**src/rtl/lsu_pkg.sv**
```systemverilog
// Shared definitions for the data-memory load/store unit: funct3 codes, FSM states,
// access-size decode, alignment check and sub-word store merge.
package lsu_pkg;

   localparam logic [2:0] F3_B  = 3'b000;
   localparam logic [2:0] F3_H  = 3'b001;
   localparam logic [2:0] F3_W  = 3'b010;
   localparam logic [2:0] F3_BU = 3'b100;
   localparam logic [2:0] F3_HU = 3'b101;

   typedef enum logic [1:0] {
      StIdle = 2'd0,
      StRd   = 2'd1,
      StWr   = 2'd2,
      StResp = 2'd3
   } lsu_state_e;

   // Size comes from funct3[1:0]; every code that is neither byte nor half is word-sized.
   function automatic logic is_byte(input logic [2:0] f3);
      return f3[1:0] == 2'b00;
   endfunction

   function automatic logic is_half(input logic [2:0] f3);
      return f3[1:0] == 2'b01;
   endfunction

   function automatic logic is_misaligned(input logic [1:0] off, input logic [2:0] f3);
      if (is_byte(f3)) return 1'b0;
      if (is_half(f3)) return off[0];
      return off != 2'b00;
   endfunction

   function automatic logic [31:0] lane_merge(input logic [31:0] word, input logic [15:0] wd,
                                              input logic [1:0] off, input logic [2:0] f3);
      logic [31:0] r;
      r = word;
      if (is_byte(f3)) r[{off, 3'b000} +: 8] = wd[7:0];
      else if (is_half(f3)) r[{off[1], 4'b0000} +: 16] = wd;
      return r;
   endfunction

endpackage

```
**src/rtl/lsu_load_extract.sv**
```systemverilog
// Load data lane select and sign/zero extension from a full memory word.
module lsu_load_extract
   import lsu_pkg::*;
(
   input  logic [31:0] word_i,
   input  logic [1:0]  off_i,
   input  logic [2:0]  funct3_i,
   output logic [31:0] data_o
);

   logic [7:0]  byte_lane;
   logic [15:0] half_lane;

   always_comb begin
      byte_lane = word_i[{off_i, 3'b000} +: 8];
      half_lane = word_i[{off_i[1], 4'b0000} +: 16];
      data_o    = word_i;
      if (is_byte(funct3_i)) begin
         data_o = {{24{byte_lane[7] & ~funct3_i[2]}}, byte_lane};
      end else if (is_half(funct3_i)) begin
         data_o = {{16{half_lane[15] & ~funct3_i[2]}}, half_lane};
      end
   end

endmodule

```
**src/rtl/dmem_lsu.sv**
```systemverilog
// Load/store unit driving a word-wide data memory; sub-word stores use read-modify-write.
// Define DMEM_LSU_MISALIGN_TRAP_EN to reject misaligned accesses with resp_err.
module dmem_lsu
   import lsu_pkg::*;
#(
   parameter int unsigned ADDR_W = 32
) (
   input  logic              clk,
   input  logic              reset_n,
   input  logic              req_valid,
   output logic              req_ready,
   input  logic              req_we,
   input  logic [2:0]        req_funct3,
   input  logic [ADDR_W-1:0] req_addr,
   input  logic [31:0]       req_wdata,
   output logic              resp_valid,
   output logic [31:0]       resp_rdata,
   output logic              resp_err,
   output logic              mem_we,
   output logic [ADDR_W-1:0] mem_a,
   output logic [31:0]       mem_wd,
   input  logic [31:0]       mem_rd
);

   lsu_state_e        state_q, state_d;
   logic [2:0]        funct3_q, funct3_d;
   logic [1:0]        off_q, off_d;
   logic [15:0]       wdata_q, wdata_d;
   logic              we_q, we_d;
   logic [ADDR_W-1:0] mem_a_q, mem_a_d;
   logic [31:0]       mem_wd_q, mem_wd_d;
   logic [31:0]       rdata_q, rdata_d;
   logic [31:0]       load_data;
`ifdef DMEM_LSU_MISALIGN_TRAP_EN
   logic              err_q, err_d;
`endif

   lsu_load_extract u_extract (
      .word_i   (mem_rd),
      .off_i    (off_q),
      .funct3_i (funct3_q),
      .data_o   (load_data)
   );

   always_comb begin
      state_d  = state_q;
      funct3_d = funct3_q;
      off_d    = off_q;
      wdata_d  = wdata_q;
      we_d     = we_q;
      mem_a_d  = mem_a_q;
      mem_wd_d = mem_wd_q;
      rdata_d  = rdata_q;
`ifdef DMEM_LSU_MISALIGN_TRAP_EN
      err_d    = err_q;
`endif
      unique case (state_q)
         StIdle: begin
            if (req_valid) begin
               funct3_d = req_funct3;
               off_d    = req_addr[1:0];
               wdata_d  = req_wdata[15:0];
               we_d     = req_we;
               mem_a_d  = {req_addr[ADDR_W-1:2], 2'b00};
               if (req_we && !is_byte(req_funct3) && !is_half(req_funct3)) begin
                  mem_wd_d = req_wdata;
                  state_d  = StWr;
               end else begin
                  state_d = StRd;
               end
`ifdef DMEM_LSU_MISALIGN_TRAP_EN
               // Rejected requests leave the memory port untouched.
               if (is_misaligned(req_addr[1:0], req_funct3)) begin
                  mem_a_d  = mem_a_q;
                  mem_wd_d = mem_wd_q;
                  err_d    = 1'b1;
                  state_d  = StResp;
               end
`endif
            end
         end
         StRd: begin
            if (we_q) begin
               mem_wd_d = lane_merge(mem_rd, wdata_q, off_q, funct3_q);
               state_d  = StWr;
            end else begin
               rdata_d = load_data;
               state_d = StResp;
            end
         end
         StWr: state_d = StResp;
         StResp: begin
            // Clear so resp_rdata/resp_err read 0 outside a response.
            rdata_d = '0;
`ifdef DMEM_LSU_MISALIGN_TRAP_EN
            err_d   = 1'b0;
`endif
            state_d = StIdle;
         end
         default: state_d = StIdle;
      endcase
   end

   always_ff @(posedge clk) begin
      if (!reset_n) begin
         state_q  <= StIdle;
         funct3_q <= '0;
         off_q    <= '0;
         wdata_q  <= '0;
         we_q     <= 1'b0;
         mem_a_q  <= '0;
         mem_wd_q <= '0;
         rdata_q  <= '0;
`ifdef DMEM_LSU_MISALIGN_TRAP_EN
         err_q    <= 1'b0;
`endif
      end else begin
         state_q  <= state_d;
         funct3_q <= funct3_d;
         off_q    <= off_d;
         wdata_q  <= wdata_d;
         we_q     <= we_d;
         mem_a_q  <= mem_a_d;
         mem_wd_q <= mem_wd_d;
         rdata_q  <= rdata_d;
`ifdef DMEM_LSU_MISALIGN_TRAP_EN
         err_q    <= err_d;
`endif
      end
   end

   assign req_ready  = (state_q == StIdle);
   assign resp_valid = (state_q == StResp);
   assign mem_we     = (state_q == StWr);
   assign mem_a      = mem_a_q;
   assign mem_wd     = mem_wd_q;
   assign resp_rdata = rdata_q;
`ifdef DMEM_LSU_MISALIGN_TRAP_EN
   assign resp_err   = err_q;
`else
   assign resp_err   = 1'b0;
`endif

endmodule
```
**config.mk**
```make
export PLATFORM = sky130hd
export DESIGN_NAME = dmem_lsu
export DESIGN_NICKNAME = d
export VERILOG_FILES = /design/src/rtl/lsu_pkg.sv /design/src/rtl/lsu_load_extract.sv /design/src/rtl/dmem_lsu.sv
export SDC_FILE = /design/constraint.sdc
export NUM_CORES = 1
export LEC_CHECK = 0
export ABC_AREA = 0
export CAP_MARGIN = 20
export CORE_MARGIN = 1.5
export CORE_UTILIZATION = 35
export CTS_BUF_LIST = sky130_fd_sc_hd__clkbuf_8
export DETAILED_ROUTE_END_ITERATION = 10
export GPL_ROUTABILITY_DRIVEN = 0
export HOLD_SLACK_MARGIN = 0.05
export PLACE_DENSITY = 0.68
export SLEW_MARGIN = 20
export SYNTH_ARGS = -nofsm -noshare
export SYNTH_HDL_FRONTEND = slang
export SYNTH_SLANG_ARGS = --single-unit
```
**constraint.sdc**
```tcl
create_clock -name clk -period 5.5 [get_ports clk]
set_input_delay 0.55 -clock clk [delete_from_list [all_inputs] [get_ports clk]]
set_output_delay 0.55 -clock clk [all_outputs]
set_load 0.05 [all_outputs]
```
==> results.txt <==
Register area share after synthesis: 36.9%
Leakage power: 3.09 nW
Post-layout nets: 1054
Endpoints failing setup: 0
Slew headroom: 28.7%
Cells on worst reg2reg path: 7
VDD IR-drop max: 0.000265 V
# clock sinks: 118
RSZ-0062 raised after global routing: no
Share of cells above drive strength 1: 6.81%
Root buffer cell: clkbuf_8
Data arrival time of the worst path: 3.03 ns
Initial core utilization: 35.6%
Cells after Synth: 790
I/O pins: 203
Final Hold Violating Endpoints: 0
Synth Cell Area: 0.00640 mm^2
Synth Warn #: 0
DRC: 0
Cell depth of the worst hold path: 2
TritonRoute pass-1 iters: 7
CP Launch Type: register
Row count: 49
Final HPWL DP: 16.6 mm
Critical path fanouts, max: 37
First-pass GRT wire length: 36.4 mm
Post-Route WL: 23.7 mm
Core area: 0.0180 mm^2
Total CTS buffers: 17
Pwr dens: 479 mW/mm^2
Postcts setup bufs: 0
Layout area overhead: 37.6%
Crit path largest cell delay: 0.77 ns
Fillers: 1750
CP Depth: 7
CTS tree: done
Fmax: 0.367 GHz
Netlist cell types: 52
Critical Setup Path Class: register to register
Clock period minus worst slack: 2.72 ns
Number of vias per cell: 5.70
Die footprint: 0.0191 mm^2
PnR worst setup slack: 2.78 ns
Clock Pin Slew Worst Setup and Hold Paths: 0.07 ns
Final Skew: 0.0133 ns
CP Buf/Inv Count: 2
Synth Register Bits: 118
Clock latency on the worst-skew pair: 0.45 ns
Cell taking the most area after synthesis: dfxtp_1
Remaining antenna violation count: 0
Syn_area_per_cell: 8.10 um^2
Min-delay worst type: register to register
Final period util: 49.5%
Cell Count, Final, Fillers Out: 1183
Initial antenna violation count: 1
WP data required: 5.80 ns
Vias in the first global route: 6389
Family with the most delay on the worst path: simple AND/OR/NAND/NOR gates
Hold-fix buffers, CTS: 0
Total negative slack: 0 ns
Top cell type's share of synthesized area: 36.9%
Post-synth top flop: dfxtp_1
I/O Buffers: 199
Largest net degree at the start of global routing: 65
Largest buffer count on any clock path: 2
Grt ovf: 0
Antenna Diode Count: 0
Final Max Tran Viols: 0
DR vias: 6748
Post-synth EDFFs: 0
Crit-path slowest cell: or3b_1
CP endpoint kind: register
H-tree levels: 4
Pre-CTS setup slack: 2.88 ns
Leading post-synthesis cells by cell area: dfxtp_1 37%, a21oi_1 7.6%, nand2_1 7.3%, o32a_1 3.3%, a32oi_1 3.3%
All-Layer GR Usage: 24.3%
DR WL/cell: 20.0 um
Post-synthesis async set-or-reset flop share: 0%
Height of the die: 138 um
Resized cells post-CTS: 0
Max Cap Viol: 0
Status: complete, no violations
Die width: 138 um
Placed insts: 1151
CP cell instances: buf_4, inv_1, ha_1, or3b_1, o221ai_1, a32oi_1, a21oi_1
Slew @ Worst Pin: 1.07 ns
Drt first-iter violations: 825
Yosys cell counts (all sizes together), types with 6 or more instances:
cell and number:
a21oi 97, a221oi 10, a22o 8, a31oi 9
a32oi 24, buf 37, clkbuf 41, dfxtp 118
ha 10, inv 33, mux2i 6, nand2 124
nand2b 24, nand3 10, nand3b 8, nand4b 8
nor2 30, nor2b 25, o211ai 7, o21ai 38
o221ai 26, o22a 8, o22ai 17, o2bb2ai 21
o32a 21, or3 7
where the power goes:
part	switching, mW	internal (mW)	total [mW]
clock	0.385	0.465	0.850
sequential	0.158	1.07	1.23
combinational	1.42	0.716	2.14
total	1.97	2.25	4.22
layer usage:
layer | track usage, % | routed length, um
met1 | 32.3 | 10100
met2 | 36.2 | 10500
met3 | 7.97 | 2400
met4 | 10.0 | 728
met5 | 0 | 13
layout make-up:
type / count / area, um^2 / area share (%)
clock inverters: 10 / 119 / 1.35
repair buffers: 208 / 2060 / 23.4
multi-input cells: 563 / 3550 / 40.3
inverters: 33 / 124 / 1.41
well taps: 229 / 287 / 3.25
clock buffers: 22 / 303 / 3.44
flip-flops and latches: 118 / 2360 / 26.8
cell families (layout without fill, tap and decap cells):
logic type                 Yosys count  in the layout  synth area share, %
adders and majority gates           10             10                 1.95
DFF                                118            118                 36.9
other                                1              3               0.0586
buffers and inverters              111            273                 7.78
and+or+nand+nor                    251            251                 19.0
AOI/OAI and AO/OA                  292            292                 33.0
muxes                                7              7                 1.29
cells in the final DEF (no fill, tap or decap), types with 2 or more instances in the layout:
cell | synthesis | layout
nand3_1 | 10 | 10
nand4b_1 | 8 | 8
nand3b_1 | 8 | 8
ha_1 | 10 | 10
inv_1 | 32 | 33
a21oi_1 | 97 | 97
conb_1 | 1 | 3
nor3_1 | 2 | 2
a32oi_1 | 24 | 24
o221ai_1 | 16 | 16
o21ai_0 | 37 | 37
mux2i_1 | 6 | 6
and2_1 | 3 | 2
a31oi_1 | 8 | 8
clkinv_4 | 0 | 2
buf_4 | 8 | 9
or2_2 | 4 | 4
inv_6 | 0 | 2
nor2b_1 | 25 | 25
clkinvlp_4 | 0 | 2
dfxtp_1 | 118 | 118
o211ai_1 | 7 | 7
o2bb2ai_1 | 21 | 21
clkdlybuf4s50_1 | 0 | 199
o22ai_1 | 17 | 17
o22a_1 | 8 | 8
bufinv_16 | 0 | 2
a221oi_1 | 9 | 9
nand2b_1 | 24 | 24
or3_1 | 7 | 7
nor2_1 | 30 | 30
o221ai_2 | 10 | 10
o32a_1 | 21 | 21
clkbuf_8 | 0 | 22
a22o_1 | 8 | 8
nand2_1 | 124 | 123
through the flow:
step | util [%] | hold slack (ns) | area [um^2] | power [mW]
global placement | 46.7 | 0.437 | 8390 | 3.35
CTS | 49.0 | 0.456 | 8810 | 4.22
floorplan | - | 0.446 | 6410 | 2.68
global route | 49.0 | 0.472 | 8810 | 4.41
detailed placement | 46.7 | 0.446 | 8390 | 3.37
finish | 49.0 | 0.454 | 8810 | 4.22
sequential cells by signal, summed over array words and instances, names as in the netlist:
register,count
mem_wd,32
resp_rdata,32
mem_a,30
wdata_q,16
funct3_q,3
off_q,2
state_q,2
we_q,1
worst paths after layout:
| check | from | end | slack (ns) |
|---|---|---|---|
| worst min register to register | mem_a[6] | mem_a[6] | 0.45 |
| worst max-delay path | off_q[0] | mem_wd[12] | 2.78 |
| worst max register to register | off_q[0] | mem_wd[12] | 2.78 |
| worst min-delay path | mem_a[6] | mem_a[6] | 0.45 |
tightest hold or removal path, delay by kind of cell (launching register included):
kind	cells	cell delay (ns)
AND/OR/NAND/NOR	1	0.05
AO/OA/AOI/OAI	1	0.05
flip-flops	1	0.31
Note: power is estimated with default switching activity, not from simulation.
